`src/rtl/memory_arbiter_pkg.sv`:
```
// Shared constants for the cache-side memory arbiter: default sizes, FSM
// encodings and the round-robin pointer wrap helper.
package memory_arbiter_pkg;

    localparam int c_ARB_ADDR_SIZE       = 16;
    localparam int c_ARB_DATA_SIZE       = 128;
    localparam int c_ARB_PORTS_MAX       = 4;
    localparam int c_ARB_TIMEOUT_DEFAULT = 1023;

    localparam logic [1:0] c_ARB_IDLE  = 2'd0;
    localparam logic [1:0] c_ARB_WAIT  = 2'd1;
    localparam logic [1:0] c_ARB_DRAIN = 2'd2;
    localparam logic [1:0] c_ARB_GAP   = 2'd3;

    // Port after cur, wrapping explicitly at n-1 so non-power-of-two counts work.
    function automatic int unsigned next_port(input int unsigned cur, input int unsigned n);
        return (cur >= n - 1) ? 0 : cur + 1;
    endfunction

endpackage

```
`src/rtl/memory_arbiter_rr_picker.sv`:
```
// Combinational round-robin picker: first requesting port at or after ptr,
// scanning upward modulo N_PORTS.
module memory_arbiter_rr_picker #(
    parameter int N_PORTS = 2,
    parameter int PTR_W   = $clog2(N_PORTS)
) (
    input  logic [N_PORTS-1:0] req,
    input  logic [PTR_W-1:0]   ptr,
    output logic               valid,
    output logic [PTR_W-1:0]   index
);

    int               cand;
    logic [PTR_W-1:0] cand_idx;

    // Scan from the farthest candidate down so the nearest one is written last.
    always_comb begin
        valid    = 1'b0;
        index    = '0;
        cand     = 0;
        cand_idx = '0;
        for (int j = N_PORTS - 1; j >= 0; j--) begin
            cand = int'(ptr) + j;
            if (cand >= N_PORTS) begin
                cand = cand - N_PORTS;
            end
            cand_idx = PTR_W'(cand);
            if (req[cand_idx]) begin
                valid = 1'b1;
                index = cand_idx;
            end
        end
    end

endmodule

```
`src/rtl/memory_arbiter.sv`:
```
// Round-robin arbiter sharing the single-outstanding memory interface port.
// Handshake: a port holds P_RD/P_WR (level) until its one-cycle P_ACK; toward memory SIG_* stays high until MEM_ACK.
module memory_arbiter
    import memory_arbiter_pkg::*;
#(
    parameter int N_PORTS         = 2,
    parameter int c_ADDR_SIZE     = c_ARB_ADDR_SIZE,
    parameter int c_RAM_DATA_SIZE = c_ARB_DATA_SIZE,
    parameter int TIMEOUT         = c_ARB_TIMEOUT_DEFAULT
) (
    input  logic                                 CACHE_CLK,
    input  logic                                 CACHE_RESET,
    input  logic [N_PORTS-1:0]                   P_RD,
    input  logic [N_PORTS-1:0]                   P_WR,
    input  logic [N_PORTS*c_ADDR_SIZE-1:0]       P_ADDR,
    input  logic [N_PORTS*c_RAM_DATA_SIZE-1:0]   P_WDATA,
    output logic [N_PORTS-1:0]                   P_ACK,
    output logic                                 P_TOUT,
    output logic [c_RAM_DATA_SIZE-1:0]           P_RDATA,
    output logic [$clog2(c_ARB_PORTS_MAX)-1:0]   GRANT_ID,
    output logic                                 BUSY,
    output logic                                 ERR,
    output logic                                 SIG_RD,
    output logic                                 SIG_WR,
    output logic [c_ADDR_SIZE-1:0]               MEM_ADDR,
    output logic [c_RAM_DATA_SIZE-1:0]           MEM_WDATA,
    input  logic                                 MEM_ACK,
    input  logic [c_RAM_DATA_SIZE-1:0]           MEM_RDATA,
    output logic [1:0]                           dbg_state
);

    localparam int PTR_W = $clog2(N_PORTS);
    localparam int WD_W  = $clog2(TIMEOUT + 1);
    localparam logic [WD_W-1:0] WD_LAST = WD_W'(TIMEOUT - 1);
    localparam logic [WD_W-1:0] WD_MAX  = WD_W'(TIMEOUT);

    logic [1:0]                 state_q,     state_d;
    logic [PTR_W-1:0]           rr_ptr_q,    rr_ptr_d;
    logic [WD_W-1:0]            wd_cnt_q,    wd_cnt_d;
    logic [PTR_W-1:0]           grant_q,     grant_d;
    logic                       sig_rd_q,    sig_rd_d;
    logic                       sig_wr_q,    sig_wr_d;
    logic [c_ADDR_SIZE-1:0]     mem_addr_q,  mem_addr_d;
    logic [c_RAM_DATA_SIZE-1:0] mem_wdata_q, mem_wdata_d;
    logic [N_PORTS-1:0]         p_ack_q,     p_ack_d;
    logic                       p_tout_q,    p_tout_d;
    logic                       err_q,       err_d;
    logic [c_RAM_DATA_SIZE-1:0] p_rdata_q,   p_rdata_d;

    logic                       pick_valid;
    logic [PTR_W-1:0]           pick_idx;
    logic [c_ADDR_SIZE-1:0]     win_addr;
    logic [c_RAM_DATA_SIZE-1:0] win_wdata;

    memory_arbiter_rr_picker #(
        .N_PORTS (N_PORTS),
        .PTR_W   (PTR_W)
    ) u_rr_picker (
        .req   (P_RD | P_WR),
        .ptr   (rr_ptr_q),
        .valid (pick_valid),
        .index (pick_idx)
    );

    always_comb begin
        win_addr  = '0;
        win_wdata = '0;
        for (int i = 0; i < N_PORTS; i++) begin
            if (PTR_W'(i) == pick_idx) begin
                win_addr  = P_ADDR[i*c_ADDR_SIZE +: c_ADDR_SIZE];
                win_wdata = P_WDATA[i*c_RAM_DATA_SIZE +: c_RAM_DATA_SIZE];
            end
        end
    end

    always_comb begin
        state_d     = state_q;
        rr_ptr_d    = rr_ptr_q;
        wd_cnt_d    = wd_cnt_q;
        grant_d     = grant_q;
        sig_rd_d    = sig_rd_q;
        sig_wr_d    = sig_wr_q;
        mem_addr_d  = mem_addr_q;
        mem_wdata_d = mem_wdata_q;
        p_ack_d     = '0;
        p_tout_d    = 1'b0;
        err_d       = err_q;
        p_rdata_d   = p_rdata_q;
        case (state_q)
            c_ARB_IDLE: begin
                if (pick_valid) begin
                    grant_d     = pick_idx;
                    mem_addr_d  = win_addr;
                    mem_wdata_d = win_wdata;
                    // A port raising both strobes is served as a write and flagged.
                    sig_wr_d    = P_WR[pick_idx];
                    sig_rd_d    = ~P_WR[pick_idx];
                    if (P_RD[pick_idx] && P_WR[pick_idx]) begin
                        err_d = 1'b1;
                    end
                    wd_cnt_d = '0;
                    state_d  = c_ARB_WAIT;
                end
            end
            c_ARB_WAIT: begin
                if (wd_cnt_q != WD_MAX) begin
                    wd_cnt_d = wd_cnt_q + 1'b1;
                end
                if (MEM_ACK) begin
                    if (sig_rd_q) begin
                        p_rdata_d = MEM_RDATA;
                    end
                    sig_rd_d          = 1'b0;
                    sig_wr_d          = 1'b0;
                    p_ack_d[grant_q]  = 1'b1;
                    state_d           = c_ARB_GAP;
                end else if (wd_cnt_q == WD_LAST) begin
                    sig_rd_d          = 1'b0;
                    sig_wr_d          = 1'b0;
                    p_ack_d[grant_q]  = 1'b1;
                    p_tout_d          = 1'b1;
                    err_d             = 1'b1;
                    state_d           = c_ARB_DRAIN;
                end
            end
            c_ARB_DRAIN: begin
                // The interface cannot abort, so hold off new issues until its late ACK.
                if (MEM_ACK) begin
                    state_d = c_ARB_GAP;
                end
            end
            c_ARB_GAP: begin
                rr_ptr_d = PTR_W'(next_port(int'(grant_q), N_PORTS));
                state_d  = c_ARB_IDLE;
            end
            default: begin
                state_d = c_ARB_IDLE;
            end
        endcase
    end

    always_ff @(posedge CACHE_CLK) begin
        if (!CACHE_RESET) begin
            state_q     <= c_ARB_IDLE;
            rr_ptr_q    <= '0;
            wd_cnt_q    <= '0;
            grant_q     <= '0;
            sig_rd_q    <= 1'b0;
            sig_wr_q    <= 1'b0;
            mem_addr_q  <= '0;
            mem_wdata_q <= '0;
            p_ack_q     <= '0;
            p_tout_q    <= 1'b0;
            err_q       <= 1'b0;
            p_rdata_q   <= '0;
        end else begin
            state_q     <= state_d;
            rr_ptr_q    <= rr_ptr_d;
            wd_cnt_q    <= wd_cnt_d;
            grant_q     <= grant_d;
            sig_rd_q    <= sig_rd_d;
            sig_wr_q    <= sig_wr_d;
            mem_addr_q  <= mem_addr_d;
            mem_wdata_q <= mem_wdata_d;
            p_ack_q     <= p_ack_d;
            p_tout_q    <= p_tout_d;
            err_q       <= err_d;
            p_rdata_q   <= p_rdata_d;
        end
    end

    assign P_ACK     = p_ack_q;
    assign P_TOUT    = p_tout_q;
    assign P_RDATA   = p_rdata_q;
    assign GRANT_ID  = ($clog2(c_ARB_PORTS_MAX))'(grant_q);
    assign BUSY      = (state_q != c_ARB_IDLE);
    assign ERR       = err_q;
    assign SIG_RD    = sig_rd_q;
    assign SIG_WR    = sig_wr_q;
    assign MEM_ADDR  = mem_addr_q;
    assign MEM_WDATA = mem_wdata_q;
    assign dbg_state = state_q;

endmodule

```
`config.mk`:
```
export PLATFORM = sky130hd
export DESIGN_NAME = memory_arbiter
export DESIGN_NICKNAME = d
export VERILOG_FILES = /design/src/rtl/memory_arbiter_pkg.sv /design/src/rtl/memory_arbiter_rr_picker.sv /design/src/rtl/memory_arbiter.sv
export SDC_FILE = /design/constraint.sdc
export NUM_CORES = 1
export LEC_CHECK = 0
export ABC_AREA = 1
export BUFFER_PORTS_ARGS = -buffer_cell sky130_fd_sc_hd__buf_2
export CORE_AREA = 4 4 269 271
export DETAILED_ROUTE_END_ITERATION = 6
export DIE_AREA = 0 0 273 275
export PLACE_DENSITY_LB_ADDON = 0.08
export SYNTH_ARGS = -nofsm -noshare
export SYNTH_HDL_FRONTEND = slang
export SYNTH_SLANG_ARGS = --single-unit
```
`constraint.sdc`:
```
create_clock -name CACHE_CLK -period 1.45 [get_ports CACHE_CLK]
set_input_delay 0.0725 -clock CACHE_CLK [delete_from_list [all_inputs] [get_ports CACHE_CLK]]
set_output_delay 0.0725 -clock CACHE_CLK [all_outputs]
set_load 0.01 [all_outputs]
```
; Word-level counts from Yosys, hierarchy flattened
; Index checks and enable logic that the tools add are counted.
[classes]
addsub = 5
magnitude_cmp = 8
mux = 41
n_eq_ne = 12
n_reduce_logical = 13
bitwise_logic = 4
[op_table]
columns = cell, count
row1 = 128-bit two-way mux, 1
row2 = 1-bit two-way mux, 25
row3 = 10-bit two-way mux, 2
row4 = 10-bit one-hot mux with 2 select lines, 1
row5 = 16-bit two-way mux, 1
row6 = 2-bit two-way mux, 6
row7 = "2-bit inequality test, second input constant", 6
row8 = 3-bit AND reduction, 4
row9 = "10-bit by 1-bit adder with 10-bit output, second input constant", 1
row10 = "10-bit equality test, second input constant", 1
row11 = "10-bit inequality test, second input constant", 1
row12 = "1-bit by 2-bit < comparator with 1-bit output, second input constant", 4
row13 = 2-bit one-hot mux with 4 select lines, 1
row14 = 1-bit one-hot mux with 2 select lines, 3
row15 = 5-bit AND reduction, 1
row16 = "2-bit equality test, second input constant", 2
row17 = 2-bit AND reduction, 2
row18 = 2-bit nonzero test, 2
row19 = "3-bit inequality test, second input constant", 1
row20 = 1-bit inverter, 3
row21 = 3-bit OR reduction, 1
row22 = "1-bit by 1-bit adder with 2-bit output, second input constant", 1
row23 = "2-bit by 1-bit equality test with 1-bit output, second input constant", 1
row24 = "1-bit >= comparator, second input constant", 2
row25 = 8 further kinds, 10
[word_totals]
word_cells = 95
input_bits = 423
out_inout_bits = 283
regBits = 292

; Logic depth before layout (Yosys ltp)
; Gate-level depths: netlist (run 1).
[logic_depth]
ltp_word = 13
depth_mapped = 11
depth_no_buf = 10

; Hierarchy
; A second synthesis (run 1) with hierarchy kept.
[hier_totals]
cells_unflattened = 1690
hier_area_um2 = 12674.7
[modules_own_cells]
columns = module, seq_area_each_um2, cells_per_inst, instances, area_per_inst_um2
row1 = memory_arbiter, 5845.6, 1686, 1, 12655.9
row2 = memory_arbiter_rr_picker, 0.0, 4, 1, 18.8

; Worst setup path after synthesis (run 1)
; OpenSTA, ideal clock, no wires.
[synth_path]
path_type = flip-flop to flip-flop
from = register state_q[1] (netlist: dbg_state[1])
to = register p_rdata_q[100] (netlist: P_RDATA[100])
n_path_buf = 2
setup_slack_ps = -178
synth_period_minus_slack_ps = 1628
t_arrival_ps = 1500
stages_incl_launch_ff = 7
required_time_ps = 1322
setup_ps = 128
cell_sequence = dfxtp_1 > inv_1 > ha_1 > nand3_1 > clkbuf_1 > clkbuf_1 > a21oi_1
[synth_between]
elab_chain_len = 2
[synth_lines]
columns = element, line
row1 = "start, declared", memory_arbiter.sv:37  ; logic [1:0] state_q, state_d;
row2 = "start signal, assigned", memory_arbiter.sv:144  ; state_q <= c_ARB_IDLE;
row3 = "start signal, assigned", memory_arbiter.sv:157  ; state_q <= state_d;
row4 = 2-bit by 1-bit equality test with 1-bit output, memory_arbiter.sv:89  ; case (state_q)
row5 = 3-bit AND reduction (no source line), -
row6 = "end signal, assigned", memory_arbiter.sv:168  ; p_rdata_q <= p_rdata_d;
row7 = "end, declared", memory_arbiter.sv:48  ; logic [c_RAM_DATA_SIZE-1:0] p_rdata_q, p_rdata_d;
; No other way between the ends.
; A chain may end at the register's enable or synchronous reset.

; Worst setup path in the final report (run 1)
[layout_path]
from = register state_q[0] (netlist: dbg_state[0])
to = register mem_wdata_q[91] (netlist: MEM_WDATA[91])
[layout_between]
elab_chain_len = 2
[layout_lines]
columns = element, line
row1 = 2-bit zero test, memory_arbiter.sv:89
row2 = 2-bit AND reduction (no source line), -
row3 = "end signal, assigned", memory_arbiter.sv:164  ; mem_wdata_q <= mem_wdata_d;
row4 = "end, declared", memory_arbiter.sv:44  ; logic [c_RAM_DATA_SIZE-1:0] mem_wdata_q, mem_wdata_d;
; No other way between the ends.

==> results.toml, run 1 <==
[outcome]
status = "complete, but fails checks"
violations = "negative setup slack"

[cells_and_area]
seq_area_um2 = 5850
final_util = 0.353
layout.nets = 3166
areaGrowthSynthToFinish_pct = 108
n_fill_cell = 7356
multiInputGateArea_um2 = 5680
final_cells = 3707
drive_above_1_share = 0.397

[detailed_routing]
drtIter0Drc = 549
wire_per_inst_um = 18.2
wl_um = 67300
viasPerCell = 4.06
ant_nets = 0
detail_route.first_pass.iterations = 5
via_count = 15000
drc = 0

[grt]
grt.overflow.total = 0
grt.total_usage = 0.158
grt_max_degree = 80
grt_pass1_wl_um = 92100
antenna_found_initial = 5
grt_pass1_vias = 15200

[floorplan]
io_pins = 706
start_util = 0.170
chipHeight_um = 275
die_area_um2 = 75100
die_w_um = 273
rows = 97
coreArea_um2 = 69800

[place]
port_buffers = 704
gp_congestion = 0.869
post-place-cells = 3162
hpwl_um = 46100
dp_slack_ns = -0.129

[synth]
ys_top_cells_by_area = "dfxtp_1 49%, a21oi_1 8.3%, nand2_1 8.0%, nor2_1 6.2%, o21ai_0 5.7%"
yosysWarnings = 0
yosys.area.top_type = "dfxtp_1"
synth_fp_nets = 1954
syn_avg_cell_area_um2 = 7.77
synth_seq_area_share = 0.493
netlist_area_um2 = 11800
yosys.area.top_type_share = 0.493
synth_cell_types = 30
ys_ff_latch = 292
synthCells = 1524

[worst_setup_path]
cp.arrival_ns = 2.02
cp_max_fo = 8
slowest_delay_ns = 0.37
timing.rr.start = "dbg_state[0]"
crit_type = "register to register"
crit_path_end_kind = "register"
crit_buf_inv = 5
crit_required_ns = 1.92
crit_start = "dbg_state[0]"
start_kind = "register"
slowest_stage = "dfxtp_4"
path_cells = "inv_4 -> ha_4 -> nand2_4 -> buf_6 -> nand2_8 -> buf_12 -> inv_16 -> clkbuf_16 -> nand2_1 -> o31ai_2"
crit_family = "buffers and inverters"

[worst_hold_path]
min_from = "P_WDATA[3]"
hp-class = "input port to register"

[clock_network]
cts_tree = "done"
htreeDepth = 2
clock_latency_ns = 0.55
cts_buffer_depth = 3
clkTransAtPathRegs_ns = 0.06
cts_root_buffer = "clkbuf_16"
numClockSinks = 292
cts_buffers = 40

[timing]
final.setup.tns_ns = -7.37
fin_crit_ns = 1.55
hold_violations = 0
max_freq_mhz = 644
setup_slack_ns = -0.104
rsz0062_at_grt = "true"
post-route-period-util = 1.07
drv_slew = 0
fin_skew_ns = 0.00939
setup_violations = 171

[power_and_ir_drop]
p_per_area_nw_per_um2 = 1440
vdd_ir_drop_max_uv = 757
power_leakage_nw = 11.8
p_total_mw = 35.5

[flow_run]
cap_violations = 0
[registers in the layout, summed over array words and instances, names as in the netlist, 2 cells and up]
name / cells
MEM_ADDR: 16
MEM_WDATA: 128
P_ACK: 2
P_RDATA: 128
dbg_state: 2
wd_cnt_q: 10
[cells by family (layout without fill, tap and decap cells)]
| family | Yosys count | count (layout) | synth area share |
|---|---|---|---|
| compound gates | 480 | 480 | 0.246 |
| simple gates | 477 | 479 | 0.156 |
| other cells | 1 | 3 | 0.000317 |
| buf+inv | 267 | 1506 | 0.0962 |
| fa+ha+maj | 7 | 7 | 0.00739 |
| flops | 292 | 292 | 0.493 |
[cells in the mapped netlist (all sizes together)]
cell	instances
dfxtp	292
nand2	256
nor2	198
a21oi	197
inv	156
o21ai	137
o31ai	88
buf	62
a21o	56
clkbuf	46
nand3	14
ha	7
nand4	5
nor3	4
clkinv	3
conb	1
o211ai	1
o22ai	1
[layout make-up]
class / count / share of cell area
clock inverters: 10 / 0.00437
diodes: 2 / 0.000203
multi-input cells: 967 / 0.231
repair buffers: 1273 / 0.404
inverters: 159 / 0.0267
well taps: 940 / 0.0478
flip-flops and latches: 292 / 0.238
clock buffers: 61 / 0.0463
repair inverters: 3 / 0.00229
[report_power, final]
group | internal, mW | switching, mW | leakage [nW]
clock network | 5.77 | 3.89 | 0.614
logic | 6.98 | 7.82 | 8.77
registers | 9.92 | 1.15 | 2.39
total | 22.7 | 12.9 | 11.8
[what timing repair did]
| item | in CTS | in global routing |
|---|---|---|
| setup endpoints to repair | 262 | 281 |
| hold buffers | 419 | 0 |
| hold endpoints to repair | 277 | 0 |
| setup buffers | 12 | 13 |
| pin swaps | 5 | 45 |
| cloned | 10 | 28 |
| resized for setup | 70 | 284 |
[per-stage QoR]
step                      instance area [um^2]  hold WS (ns)
after floorplan                          11900         0.152
after CTS                                23100        0.0133
after global placement                   17100         0.350
after global routing                     24600        0.0786
final                                    24600        0.0491
after detailed placement                 17100         0.356
[worst paths after layout]
check | slack [ns] | to | cells after the start
max | -0.10 | MEM_WDATA[91] | 10
min | 0.05 | MEM_WDATA[3] | 5
max reg2reg | -0.10 | MEM_WDATA[91] | 10
min reg2reg | 0.44 | P_RDATA[111] | 2
[per-layer routing]
| metal | share of wire | vias up | wire length (um) | global-route usage |
|---|---|---|---|---|
| li1 | - | 7430 | - | - |
| met1 | 0.40 | 6962 | 26600 | 0.180 |
| met2 | 0.49 | 531 | 33000 | 0.277 |
| met3 | 0.082 | 113 | 5490 | 0.0543 |
| met4 | 0.033 | 4 | 2200 | 0.0573 |
| met5 | 0.00037 | - | 25 | 0 |
[tightest hold or removal path, delay by kind of cell]
family                 cells  cell delay, ns
AO/OA/AOI/OAI              2            0.22
buffers and inverters      2            0.23
AND/OR/NAND/NOR            1            0.05
[cell usage in the layout, fill, tap and decap left out, types with 26 or more instances in the layout]
cell type      count
buf_2            702
dlygate4sd3_1    419
dfxtp_1          287
nand2_1          219
nor2_1           187
a21oi_1          177
inv_1            149
o21ai_0           72
buf_4             60
clkbuf_16         59
a21o_1            56
o31ai_2           47
o21ai_2           38
o31ai_1           35
buf_12            26
No activity file was read; power rests on OpenSTA's default activity.
==> inputs of run 2 (changes only) <==
- MAX_ROUTING_LAYER: default -> met4
==> results.toml, run 2 (synthesis results as in run 1) <==
[grt]
antenna_found_initial = 6
grt_pass1_wl_um = 91900
grt_max_degree = 80
grt_pass1_vias = 15200
grt.overflow.total = 0
grt.total_usage = 0.163

[timing]
hold_violations = 0
setup_slack_ns = -0.105
fin_skew_ns = 0.00997
drv_slew = 0
max_freq_mhz = 643
fin_crit_ns = 1.55
post-route-period-util = 1.07
setup_violations = 109
fin_hold_ws_ns = 0.0434
final.setup.tns_ns = -4.88
rsz0062_at_grt = "true"

[power_and_ir_drop]
p_clk_frac = 0.284
vdd_ir_drop_max_uv = 750
seqPwrFrac = 0.322
power_leakage_nw = 11.3
p_per_area_nw_per_um2 = 1420
power.share.combinational = 0.394
p_sw_mw = 12.1
p_sw_frac = 0.356
intPower_mw = 21.9

[clock_network]
clkTransAtPathRegs_ns = 0.06
cts_tree = "done"
htreeDepth = 2
cts_buffer_depth = 3
cts_root_buffer = "clkbuf_16"
clock_latency_ns = 0.55
cts_buffers = 40
numClockSinks = 292

[floorplan]
die_w_um = 273
chipHeight_um = 275
start_util = 0.170
io_pins = 706
rows = 97
coreArea_um2 = 69800
die_area_um2 = 75100

[cells_and_area]
areaGrowthSynthToFinish_pct = 102
drive_above_1_share = 0.381
final_cell_mix = "701 x buf_2, 418 x dlygate4sd3_1, 286 x dfxtp_1"
layout_commonest_cell = "buf_2"
layout.nets = 3154

[worst_setup_path]
timing.rr.start = "dbg_state[0]"
r2r-end = "MEM_WDATA[98]"
crit_required_ns = 1.88
rrSetupSlack_ns = -0.10
start_kind = "register"
cp.arrival_ns = 1.98
r2r_cells = 10
slowest_stage = "dfxtp_4"
cp_max_fo = 17
path_cells = "inv_4 -> ha_4 -> nand2_2 -> buf_6 -> nand2_8 -> clkinv_16 -> buf_12 -> buf_16 -> nand2_1 -> o31ai_2"
slowest_delay_ns = 0.36
crit_type = "register to register"
crit_path_end_kind = "register"

[outcome]
violations = "negative setup slack"
status = "complete, but fails checks"

[flow_run]
cap_violations = 0

[detailed_routing]
via_count = 14900
wire_per_inst_um = 17.7
ant_nets = 0
drtIter0Drc = 539
drc = 0
wl_um = 65500
viasPerCell = 4.03
detail_route.first_pass.iterations = 5

[place]
hpwl_um = 46100
gp_congestion = 0.883
dp_slack_ns = -0.129
port_buffers = 704

[worst_hold_path]
min_from = "P_WDATA[3]"
hold_depth = 5
min_to = "MEM_WDATA[3]"
hp-class = "input port to register"
[run 2: what timing repair did]
action                                  CTS  global route
resized for setup                        70           179
pin swaps                                 5            20
hold buffers                            419             0
endpoints found under the setup margin  262           281
hold endpoints to repair                277             0
setup buffers                            12            10
gates cloned                             10            13
[run 2: power by group through the flow]
stage	Clock, mW	Combinational, mW	Sequential (mW)
floorplan	0	4.19	11.8
global placement	0	10.6	11.0
detailed placement	0	10.6	11.0
CTS	10.1	12.7	10.9
global route	10.3	14.6	11.2
finish	9.65	13.4	10.9
[run 2: layer usage]
layer / wire length (um) / up-vias / GRT usage
li1: - / 7403 / -
met1: 26000 / 6852 / 0.181
met3: 5460 / 112 / 0.0530
met5: 0 / - / -
met2: 31900 / 549 / 0.276
met4: 2150 / 0 / 0.0577
[run 2: how the worst max path moves through the flow]
stage,from,endpoint,cells after the start
finish,dbg_state[0],MEM_WDATA[98],10
global route,dbg_state[0],MEM_WDATA[61],8
global placement,dbg_state[1],wd_cnt_q[4],11
detailed placement,dbg_state[1],P_RDATA[102],7
CTS,dbg_state[0],BUSY,6
floorplan,dbg_state[1],P_RDATA[17],6
[run 2: per-stage QoR]
stage / utilization / total power, mW / std cells / cell area, um^2
floorplan: - / 16.0 / 1524 / 11900
global placement: 0.245 / 21.6 / 3162 / 17100
detailed placement: 0.245 / 21.6 / 3162 / 17100
CTS: 0.332 / 33.7 / 3672 / 23100
global route: 0.343 / 36.1 / 3698 / 24000
finish: 0.343 / 34.0 / 3698 / 24000
[run 2: layout make-up]
type | count | area, um^2
antenna | 5 | 12.5
clock buffer | 61 | 1140
clock inverter | 10 | 108
fill | 7437 | 45800
inverter | 159 | 651
multi-input combinational | 966 | 5370
sequential | 292 | 5860
tap | 940 | 1180
timing repair buffer | 1264 | 9650
timing repair inverter | 1 | 6.26
[run 2: critical path: cells and delay by family, from the launching register on]
kind / cells / cell delay (ns)
buffers and inverters: 5 / 0.58
DFF: 1 / 0.36
and+or+nand+nor: 3 / 0.26
adders and majority gates: 1 / 0.14
AOI/OAI and AO/OA: 1 / 0.06
==> inputs of run 3 (changes only) <==
==> constraint.sdc (replaced) <==
create_clock -name CACHE_CLK -period 1.45 [get_ports CACHE_CLK]
set_input_delay 0.29 -clock CACHE_CLK [delete_from_list [all_inputs] [get_ports CACHE_CLK]]
set_output_delay 0.29 -clock CACHE_CLK [all_outputs]
set_load 0.01 [all_outputs]
==> results.toml, run 3 (synthesis results as in run 1) <==
[power_and_ir_drop]
seqPwrFrac = 0.293
p_total_mw = 37.9
p_sw_mw = 13.3
p_clk_frac = 0.283
intPower_mw = 24.5
p_sw_frac = 0.353
power_leakage_nw = 11.2
power.share.combinational = 0.425
vdd_ir_drop_max_uv = 880
p_per_area_nw_per_um2 = 1630

[timing]
max_freq_mhz = 581
setup_violations = 291
drv_slew = 0
fin_skew_ns = 0.0157
rsz0062_at_grt = "true"
slew_headroom = 0.643
setup_slack_ns = -0.270
fin_crit_ns = 1.72
post-route-period-util = 1.19
hold_violations = 0
fin_hold_ws_ns = 0.0163
worst_pin_slew_ns = 0.532

[cells_and_area]
areaGrowthSynthToFinish_pct = 96.3
design_area_um2 = 23300
final_cells = 3500
layout_commonest_cell = "buf_2"
layout.nets = 2945
drive_above_1_share = 0.488
n_fill_cell = 7463
final_util = 0.333
final_cell_mix = "698 x buf_2, 284 x dfxtp_1, 192 x nor2_1"

[clock_network]
clkTransAtPathRegs_ns = 0.06
numClockSinks = 292
htreeDepth = 2
cts_tree = "done"
clock_latency_ns = 0.57
cts_root_buffer = "clkbuf_16"
cts_buffer_depth = 3
cts_buffers = 42

[worst_setup_path]
path_cells = "inv_2 -> ha_4 -> buf_6 -> inv_4 -> buf_6 -> buf_6"
crit_required_ns = 1.16
crit_type = "register to output port"
path_common_cell = "buf_6"
crit_buf_inv = 5
rrSetupSlack_ns = -0.26
start_kind = "register"
slowest_delay_ns = 0.33
cp.arrival_ns = 1.43
slowest_stage = "dfxtp_2"
crit_path_end_kind = "output port"
crit_family = "buffers and inverters"
cp_max_fo = 2

[floorplan]
rows = 97
coreArea_um2 = 69800
die_w_um = 273
chipHeight_um = 275
io_pins = 706
start_util = 0.170
die_area_um2 = 75100

[place]
place_area_um2 = 17300
post-place-cells = 3179
gp_congestion = 0.859
hpwl_um = 47300
port_buffers = 704

[grt]
antenna_found_initial = 15
grt_pass1_wl_um = 93200
grt.overflow.total = 0
grt_max_degree = 46
grt.total_usage = 0.168
grt_pass1_vias = 14400

[worst_hold_path]
hp-class = "input port to register"

[detailed_routing]
wire_per_inst_um = 18.7
via_count = 14100
drc = 0
drtIter0Drc = 435
viasPerCell = 4.04
detail_route.first_pass.iterations = 5
wl_um = 65300
ant_nets = 0

[outcome]
status = "complete, but fails checks"
violations = "negative setup slack"

[flow_run]
cap_violations = 0
[run 3: cell count changes in the layout (fill, tap and decap cells not counted), moves of 13 or more]
cell           before  now
dlygate4sd3_1     418  149
nand2_1           237  180
nand2_2            14   52
o21ai_0            73   36
o21ai_2            35   68
buf_12             21   46
buf_16             16   37
nand2_4             1   19
a21oi_1           178  162
a21oi_2            19   34
o31ai_1            49   36
[run 3: routing by layer]
metal,track usage,vias up,wire (um)
li1,-,7011,-
met3,0.0570,78,5620
met2,0.292,484,32900
met5,-,-,0
met4,0.0456,0,1460
met1,0.185,6572,25400
[run 3: path summary, 6_finish.rpt]
kind,startpoint,to,cells past startpoint
max reg2reg,dbg_state[1],MEM_WDATA[44],11
min reg2reg,P_RDATA[47],P_RDATA[47],2
max,dbg_state[0],BUSY,6
min,MEM_RDATA[60],P_RDATA[60],3
[run 3: repair_timing]
action / 4_1_cts / 5_1_grt
endpoints found under the hold margin: 141 / 3
setup buffers: 37 / 9
gates cloned: 35 / 5
endpoints found under the setup margin: 209 / 301
pin swaps: 63 / 19
gates resized for setup: 345 / 169
hold buffers: 146 / 3
[run 3: power groups by stage]
stage	sequential, mW	clock [mW]	combinational, mW
floorplan	11.8	0	4.19
global placement	11.1	0	10.9
detailed placement	11.1	0	10.9
CTS	11.1	11.1	15.9
global route	11.3	11.4	17.3
finish	11.1	10.7	16.1
[run 3: per-stage QoR]
step	setup slack (ns)	TNS [ns]
2_1_floorplan	-0.00178	-0.125
3_3_place_gp	-0.274	-27.51
3_5_place_dp	-0.271	-31.71
4_1_cts	-0.335	-43.15
5_1_grt	-0.354	-68.67
6_report	-0.270	-44.00
[run 3: area by class of cell]
cell class	instances	area [um^2]	area share
Timing Repair inverter	1	20.0	0.000861
Inverter	159	634	0.0273
Sequential cell	292	5860	0.252
Multi-Input combinational cell	965	5980	0.257
Tap cell	940	1180	0.0506
Clock buffer	61	1230	0.0530
Antenna cell	14	35.0	0.00151
Clock inverter	14	193	0.00828
Timing Repair Buffer	1054	8130	0.350
[run 3: worst register-to-register path, delay by kind of cell (launching register included)]
kind            cells  cell delay, ns
buf+inv             7            0.83
flops               1            0.32
compound gates      1            0.17
simple gates        2            0.15
fa+ha+maj           1            0.14
